**config.mk**
```make
export PLATFORM = sky130hd
export DESIGN_NAME = wb_mem_tester_flat
export DESIGN_NICKNAME = d
export VERILOG_FILES = /design/src/rtl/wb_mem_tester_if.sv /design/src/rtl/wb_mem_tester.sv /design/src/flat_wrapper.sv
export SDC_FILE = /design/constraint.sdc
export NUM_CORES = 1
export LEC_CHECK = 0
export BUFFER_PORTS_ARGS = -buffer_cell sky130_fd_sc_hd__buf_2
export CAP_MARGIN = 20
export CORE_ASPECT_RATIO = 1.4
export CORE_MARGIN = 2
export CORE_UTILIZATION = 25
export DETAILED_ROUTE_END_ITERATION = 10
export PLACE_DENSITY = 0.46
export REMOVE_ABC_BUFFERS = 1
export SETUP_SLACK_MARGIN = 0.5
export SYNTH_ARGS = -nofsm -noshare
export SYNTH_HDL_FRONTEND = slang
export SYNTH_SLANG_ARGS = --single-unit
```
**constraint.sdc**
```tcl
create_clock -name clk_i -period 8.9 [get_ports clk_i]
set_input_delay 0.445 -clock clk_i [delete_from_list [all_inputs] [get_ports clk_i]]
set_output_delay 0.445 -clock clk_i [all_outputs]
set_load 0.05 [all_outputs]
```
**src/rtl/wb_mem_tester_if.sv**
```systemverilog
// Wishbone B4 pipelined bus bundle between the memory tester (master)
// and the memory port under test (slave). Signal directions are named
// from the master's point of view.
interface wb_mem_tester_if;
    logic        cyc_o;
    logic        stb_o;
    logic        we_o;
    logic [3:0]  sel_o;
    logic [31:0] addr_o;
    logic [31:0] data_o;
    logic [31:0] data_i;
    logic        stall_i;
    logic        ack_i;

    modport master (
        output cyc_o, stb_o, we_o, sel_o, addr_o, data_o,
        input  data_i, stall_i, ack_i
    );

    modport slave (
        input  cyc_o, stb_o, we_o, sel_o, addr_o, data_o,
        output data_i, stall_i, ack_i
    );
endinterface

```
**src/rtl/wb_mem_tester.sv**
```systemverilog
// Pipelined Wishbone B4 self-test master: writes a seed-derived pattern
// over a word region, reads it back in order, counts mismatches and
// records the first failing address. An ack timeout aborts the test.
module wb_mem_tester #(
    parameter logic [31:0] ADDR_BASE       = 32'h0000_0000,
    parameter int          WORDS           = 1024,
    parameter int          MAX_OUTSTANDING = 4,
    parameter int          TIMEOUT         = 1023
) (
    input  logic            clk_i,
    input  logic            rst_i,
    input  logic            start_i,
    input  logic [31:0]     seed_i,
    output logic            busy_o,
    output logic            done_o,
    output logic            pass_o,
    output logic            timeout_o,
    output logic [15:0]     err_count_o,
    output logic [31:0]     first_err_addr_o,
    wb_mem_tester_if.master wb
);
    localparam int              TW      = (TIMEOUT < 1) ? 1 : $clog2(TIMEOUT + 1);
    localparam logic [15:0]     WORDS_L = 16'(WORDS);
    localparam logic [3:0]      MAX_L   = 4'(MAX_OUTSTANDING);
    localparam logic [TW-1:0]   TMO_L   = TW'(TIMEOUT);

    typedef enum logic [2:0] {
        S_IDLE,
        S_WRITE,
        S_WDRAIN,
        S_GAP,
        S_READ,
        S_RDRAIN,
        S_DONE
    } state_t;

    state_t        state_q, state_d;
    logic [31:0]   seed_q, seed_d;
    logic [15:0]   issue_idx_q, issue_idx_d;
    logic [15:0]   ack_idx_q, ack_idx_d;
    logic [3:0]    outst_q, outst_d;
    logic [TW-1:0] tmo_q, tmo_d;
    logic [15:0]   err_cnt_q, err_cnt_d;
    logic [31:0]   first_err_q, first_err_d;
    logic          timeout_q, timeout_d;

    logic issuing;
    logic active;
    logic reading;
    logic stb;
    logic accept;
    logic ack_cnt;

    // Expected word for index k: inverted index in the top half, index in
    // the bottom half, scrambled by the seed.
    function automatic logic [31:0] pattern(input logic [15:0] k, input logic [31:0] seed);
        return {~k, k} ^ seed;
    endfunction

    function automatic logic [31:0] word_addr(input logic [15:0] k);
        return ADDR_BASE + {14'd0, k, 2'b00};
    endfunction

    function automatic logic [15:0] sat_inc(input logic [15:0] v);
        return (v == 16'hFFFF) ? v : v + 16'd1;
    endfunction

    // Phase decode and request/ack qualification for the current cycle.
    always_comb begin
        issuing = (state_q == S_WRITE) || (state_q == S_READ);
        reading = (state_q == S_READ) || (state_q == S_RDRAIN);
        active  = issuing || (state_q == S_WDRAIN) || (state_q == S_RDRAIN);
        // stb only depends on registered state, so it cannot drop while a
        // stalled request waits: a stall changes neither index nor count.
        stb     = issuing && (issue_idx_q < WORDS_L) && (outst_q < MAX_L);
        accept  = stb && !wb.stall_i;
        // Acks with nothing outstanding (e.g. stragglers after a reset or
        // an abort) are dropped.
        ack_cnt = active && wb.ack_i && (outst_q != 4'd0);
    end

    // Next-state, counters and read-back comparison.
    always_comb begin
        state_d     = state_q;
        seed_d      = seed_q;
        issue_idx_d = issue_idx_q;
        ack_idx_d   = ack_idx_q;
        outst_d     = outst_q;
        tmo_d       = '0;
        err_cnt_d   = err_cnt_q;
        first_err_d = first_err_q;
        timeout_d   = timeout_q;

        if (accept) begin
            issue_idx_d = issue_idx_q + 16'd1;
        end

        if (accept && !ack_cnt) begin
            outst_d = outst_q + 4'd1;
        end else if (!accept && ack_cnt) begin
            outst_d = outst_q - 4'd1;
        end

        // Counts only cycles that are waiting on an ack.
        if (active && !wb.ack_i && (outst_q != 4'd0)) begin
            tmo_d = tmo_q + TW'(1);
        end

        // Reads complete in order, so ack_idx names the word being returned.
        if (ack_cnt && reading) begin
            if (wb.data_i != pattern(ack_idx_q, seed_q)) begin
                if (err_cnt_q == 16'd0) begin
                    first_err_d = word_addr(ack_idx_q);
                end
                err_cnt_d = sat_inc(err_cnt_q);
            end
            ack_idx_d = ack_idx_q + 16'd1;
        end

        case (state_q)
            S_IDLE, S_DONE: begin
                if (start_i) begin
                    state_d     = S_WRITE;
                    seed_d      = seed_i;
                    issue_idx_d = '0;
                    ack_idx_d   = '0;
                    outst_d     = '0;
                    err_cnt_d   = '0;
                    first_err_d = '0;
                    timeout_d   = 1'b0;
                end
            end
            S_WRITE: begin
                if (issue_idx_d == WORDS_L) begin
                    state_d = S_WDRAIN;
                end
            end
            S_WDRAIN: begin
                if (outst_d == 4'd0) begin
                    state_d = S_GAP;
                end
            end
            S_GAP: begin
                issue_idx_d = '0;
                ack_idx_d   = '0;
                state_d     = S_READ;
            end
            S_READ: begin
                if (issue_idx_d == WORDS_L) begin
                    state_d = S_RDRAIN;
                end
            end
            S_RDRAIN: begin
                if (outst_d == 4'd0) begin
                    state_d = S_DONE;
                end
            end
            default: begin
                state_d = S_IDLE;
            end
        endcase

        // Abort: forget outstanding requests so late acks are ignored.
        if (active && (tmo_d == TMO_L)) begin
            state_d   = S_DONE;
            timeout_d = 1'b1;
            outst_d   = '0;
            tmo_d     = '0;
        end
    end

    // State and counter registers.
    always_ff @(posedge clk_i or posedge rst_i) begin
        if (rst_i) begin
            state_q     <= S_IDLE;
            seed_q      <= '0;
            issue_idx_q <= '0;
            ack_idx_q   <= '0;
            outst_q     <= '0;
            tmo_q       <= '0;
            err_cnt_q   <= '0;
            first_err_q <= '0;
            timeout_q   <= 1'b0;
        end else begin
            state_q     <= state_d;
            seed_q      <= seed_d;
            issue_idx_q <= issue_idx_d;
            ack_idx_q   <= ack_idx_d;
            outst_q     <= outst_d;
            tmo_q       <= tmo_d;
            err_cnt_q   <= err_cnt_d;
            first_err_q <= first_err_d;
            timeout_q   <= timeout_d;
        end
    end

    // Bus and status outputs decoded from registered state only.
    always_comb begin
        wb.cyc_o  = active;
        wb.stb_o  = stb;
        wb.we_o   = stb && (state_q == S_WRITE);
        wb.sel_o  = stb ? 4'hF : 4'h0;
        wb.addr_o = stb ? word_addr(issue_idx_q) : 32'h0;
        wb.data_o = (stb && (state_q == S_WRITE)) ? pattern(issue_idx_q, seed_q) : 32'h0;

        busy_o           = (state_q != S_IDLE) && (state_q != S_DONE);
        done_o           = (state_q == S_DONE);
        pass_o           = (state_q == S_DONE) && (err_cnt_q == 16'd0) && !timeout_q;
        timeout_o        = timeout_q;
        err_count_o      = err_cnt_q;
        first_err_addr_o = first_err_q;
    end
endmodule
```
**src/flat_wrapper.sv**
```systemverilog
// flat-port wrapper written by rule: the top's interface ports become plain ports
module wb_mem_tester_flat 
#(
    parameter logic [31:0] ADDR_BASE       = 32'h0000_0000,
    parameter int          WORDS           = 1024,
    parameter int          MAX_OUTSTANDING = 4,
    parameter int          TIMEOUT         = 1023
)
  (clk_i, rst_i, start_i, seed_i, busy_o, done_o, pass_o, timeout_o, err_count_o, first_err_addr_o, wb_cyc_o, wb_stb_o, wb_we_o, wb_sel_o, wb_addr_o, wb_data_o, wb_data_i, wb_stall_i, wb_ack_i);
  wb_mem_tester_if wb_i ();
  input  logic clk_i;
  input  logic rst_i;
  input  logic start_i;
  input  logic [31:0] seed_i;
  output logic busy_o;
  output logic done_o;
  output logic pass_o;
  output logic timeout_o;
  output logic [15:0] err_count_o;
  output logic [31:0] first_err_addr_o;
  output wire logic [$bits(wb_i.cyc_o)-1:0] wb_cyc_o;
  output wire logic [$bits(wb_i.stb_o)-1:0] wb_stb_o;
  output wire logic [$bits(wb_i.we_o)-1:0] wb_we_o;
  output wire logic [$bits(wb_i.sel_o)-1:0] wb_sel_o;
  output wire logic [$bits(wb_i.addr_o)-1:0] wb_addr_o;
  output wire logic [$bits(wb_i.data_o)-1:0] wb_data_o;
  input wire logic [$bits(wb_i.data_i)-1:0] wb_data_i;
  input wire logic [$bits(wb_i.stall_i)-1:0] wb_stall_i;
  input wire logic [$bits(wb_i.ack_i)-1:0] wb_ack_i;
  assign wb_cyc_o = wb_i.cyc_o;
  assign wb_stb_o = wb_i.stb_o;
  assign wb_we_o = wb_i.we_o;
  assign wb_sel_o = wb_i.sel_o;
  assign wb_addr_o = wb_i.addr_o;
  assign wb_data_o = wb_i.data_o;
  assign wb_i.data_i = wb_data_i;
  assign wb_i.stall_i = wb_stall_i;
  assign wb_i.ack_i = wb_ack_i;
  wb_mem_tester #(.ADDR_BASE(ADDR_BASE), .WORDS(WORDS), .MAX_OUTSTANDING(MAX_OUTSTANDING), .TIMEOUT(TIMEOUT)) u_core (.clk_i(clk_i), .rst_i(rst_i), .start_i(start_i), .seed_i(seed_i), .busy_o(busy_o), .done_o(done_o), .pass_o(pass_o), .timeout_o(timeout_o), .err_count_o(err_count_o), .first_err_addr_o(first_err_addr_o), .wb(wb_i));
endmodule
```
==> flow_summary.yaml <==
routing:
  ant_nets: 0
  initialDrtViolationCount: 270
  drc: 0
  via_per_inst: 4.42
  first_pass_iters: 4
  vias: 5902
  wl_per_cell_um: 16.8
  wirelength_mm: 22.5
yosys:
  synth_edf_count: 0
  synth-main-ff-cell: "dfrtp_1"
  synth_area_leaders: "dfrtp_1 (44%), nand2_1 (6.8%), xor2_1 (5.4%), nor2_1 (5.3%), xnor2_1 (4.6%)"
  synthSimpleGateAreaFrac_pct: 25.2
  yosys_warnings: 0
  synthAdderAreaFrac_pct: 1.17
  synth_compound_area_share_pct: 5.04
  synth-seq-area-share_pct: 43.6
  muxShareOfSynthArea_pct: 2.96
  synth_seq_cells: 130
  synth_top_cell_by_area: "dfrtp_1"
  netlist_instances: 799
  ys_types: 58
  synth_xor_xnor_area_share_pct: 16.1
  synth_top_area_share_pct: 43.6
  synth_top_family_by_area: "simple AND/OR/NAND/NOR gates"
  synth.avg_cell_area_um2: 9.35
  syn_area_um2: 7470
  synthArstFlopShare_pct: 100
cts:
  post_cts_resize_count: 0
  cts_buffers: 17
  root_buffer: "clkbuf_16"
  tritoncts: "built"
  clkTransAtPathRegs_ns: 0.06
  cts_buffer_depth: 2
  ctsHoldBuffers: 0
  post_cts_buffers: 0
  cts.sinks: 130
  cts_max_level: 4
  clkLatencyLatePin_ns: 0.43
setup_path:
  path_class: "flip-flop to output pin"
  cp_max_fo: 15
  cp_data_required_time_ns: 8.46
  cp-end-kind: "output pin"
  cp-start-kind: "flip-flop"
  rr_worst_depth: 7
  r2r_end: "u_core.state_q[1]$_DFFE_PP0P_"
  r2r-start: "u_core.issue_idx_q[10]$_DFF_PP0_"
  rrSetupSlack_ns: 5.63
  arrival_ns: 2.88
global_route:
  grt_pass1_vias: 5781
  grt.busiest_layer: "met2"
  met2_usage_pct: 25.7
  grt.overflow.total: 0
  antenna_found_initial: 0
  grt_use_met3_pct: 2.87
  use_met1_pct: 17.6
  grt_first_pass_wirelength_mm: 34.0
  grtUsageTotal_pct: 14.5
  grt_max_degree: 83
floorplan:
  dieHeight_um: 209
  io_pins: 192
  die_area_um2: 31300
  die_x_um: 150
  start_util_pct: 25.5
  fp-row-count: 74
  core_um2: 29300
timing:
  slew_headroom_pct: 44.6
  setup-violations-final: 0
  final.setup.tns_ns: 0
  slew_violations: 0
  finalCriticalPeriod_ns: 3.32
  fmax_ghz: 0.301
  fin_crit_sh_pct: 37.3
  setup_slack_ns: 5.58
  hold_viol: 0
  fin_skew_ns: 0.00897
  rsz0062_at_grt: "false"
  max_slew.worst_pin.slew_ns: 0.828
final_layout:
  nNetsFinal: 1017
  area_growth_pct: 21.6
  diodes: 0
  drive_above_1_share_pct: 23.0
run:
  maxCapViolCount: 0
pwr:
  p_int_w: 0.00150
  p_sw_share_pct: 44.8
  netSwitchingPower_w: 0.00122
  ir_worst_vdd_v: 0.000141
  seq_power_share_pct: 33.5
  p_leak_nw: 4.63
  clkPwrFrac_pct: 24.1
  combPwrFrac_pct: 42.3
  power_density_nw_per_um2: 300
worst_hold_path:
  hp-class: "primary input to async pin"
placement:
  pre_cts_slack_ns: 5.63
  place_hpwl_mm: 16.4
  gp_congestion: 0.772
  port_buffers: 169
outcome:
  status: "complete, no violations"
## layout make-up
class,instances,area (µm²)
multi-input cells,601,3860
flip-flops and latches,130,3250
fillers,3161,20200
repair buffers,174,883
clock inverters,14,109
well taps,380,475
inverters,17,68.8
clock buffers,18,439
## stage by stage
step / utilization (%) / cell area (µm²) / total power, W / std cells / hold WS [ns]
after CTS: 31.1 / 9090 / 0.00277 / 1334 / 0.181
after global placement: 29.2 / 8540 / 0.00209 / 1302 / 0.465
after global routing: 31.1 / 9090 / 0.00290 / 1334 / 0.191
final: 31.1 / 9090 / 0.00272 / 1334 / 0.152
after detailed placement: 29.2 / 8540 / 0.00210 / 1302 / 0.470
after floorplan: - / 7170 / 0.00176 / 748 / 0.447
## kinds of logic after synthesis
group | count (synthesis)
other | 1
muxes | 22
adders and majority gates | 7
xor gates and xnor gates | 105
DFF | 130
AOI/OAI and AO/OA | 52
and+or+nand+nor | 393
buffers and inverters | 89
## critical path, cell delays in order (launching register included)
cell	delay [ns]
dfrtp_1	0.44
or4_1	0.67
nand2b_1	0.21
nor2_1	0.64
and2_1	0.22
buf_2	0.27
## how the worst max path moves through the flow
| stage | start | endpoint | slack, ns | depth (start not counted) |
|---|---|---|---|---|
| floorplan | u_core.issue_idx_q[10]$_DFF_PP0_ | wb_addr_o[10] | 3.23 | 4 |
| global placement | u_core.issue_idx_q[10]$_DFF_PP0_ | u_core.state_q[1]$_DFFE_PP0P_ | 5.71 | 7 |
| detailed placement | u_core.issue_idx_q[10]$_DFF_PP0_ | u_core.state_q[1]$_DFFE_PP0P_ | 5.63 | 7 |
| CTS | u_core.issue_idx_q[15]$_DFF_PP0_ | wb_data_o[24] | 5.50 | 6 |
| global route | u_core.issue_idx_q[15]$_DFF_PP0_ | wb_addr_o[5] | 5.39 | 6 |
| finish | u_core.issue_idx_q[10]$_DFF_PP0_ | wb_addr_o[4] | 5.58 | 5 |
## state kept, by name, indices dropped and copies added (netlist names)
name / count
u_core.tmo_q: 10
u_core.outst_q: 4
u_core.first_err_addr_o: 32
u_core.seed_q: 32
u_core.state_q: 3
u_core.ack_idx_q: 16
u_core.err_count_o: 16
u_core.issue_idx_q: 16
u_core.timeout_o: 1
## cell usage after synthesis, types with 2 or more instances
cell	instances
a21oi_1	9
nor2_1	105
o21ai_0	11
o211ai_1	7
xnor3_1	14
and3_1	15
nor3_1	14
nand2b_1	3
o22ai_1	2
o31a_1	3
nand4b_1	2
o211a_1	3
xor3_1	6
dfrtp_1	130
buf_4	26
nor4b_1	2
nor3b_1	2
nor4_1	13
o21a_1	2
nand2_1	136
nand3_1	22
or4_1	7
xnor2_1	39
nand4_1	16
mux2i_1	21
and2_1	31
clkbuf_1	35
xor2_1	46
inv_1	17
and4_1	6
o2111ai_1	2
ha_1	7
o31ai_1	4
buf_2	10
or3_1	8
## layer usage
layer | share of wire (%) | vias up
met5 | 0 | -
met1 | 41 | 2807
met4 | 1.4 | 0
met3 | 5.8 | 21
li1 | - | 2916
met2 | 52 | 158
## power groups by stage
| stage | sequential [W] | combinational (W) | clock, W |
|---|---|---|---|
| 2_1_floorplan | 0.000938 | 0.000820 | 0 |
| 3_3_place_gp | 0.000925 | 0.00116 | 0 |
| 3_5_place_dp | 0.000925 | 0.00117 | 0 |
| 4_1_cts | 0.000914 | 0.00117 | 0.000682 |
| 5_1_grt | 0.000935 | 0.00126 | 0.000708 |
| 6_report | 0.000913 | 0.00115 | 0.000657 |
## cells in the final DEF, fill, tap and decap left out, types with 3 or more instances in the layout
cell type and instances:
xnor2_1 39, xnor3_1 14, nor3_1 14, nand2_1 136
mux2i_1 21, inv_1 16, dfrtp_1 130, o31a_1 3
ha_1 7, or4_1 7, conb_1 22, nor4_1 13
o211a_1 3, and2_1 30, or3_1 8, clkbuf_16 17
nand4_1 16, nand2b_1 3, nor2_1 105, a21oi_1 9
xor2_1 46, and3_1 15, buf_2 169, xor3_1 6
buf_4 5, o31ai_1 4, inv_6 4, o21ai_0 11
and4_1 6, clkinv_2 3, clkinv_4 6, nand3_1 22
o211ai_1 7
Note: power is estimated with default switching activity, not from simulation.
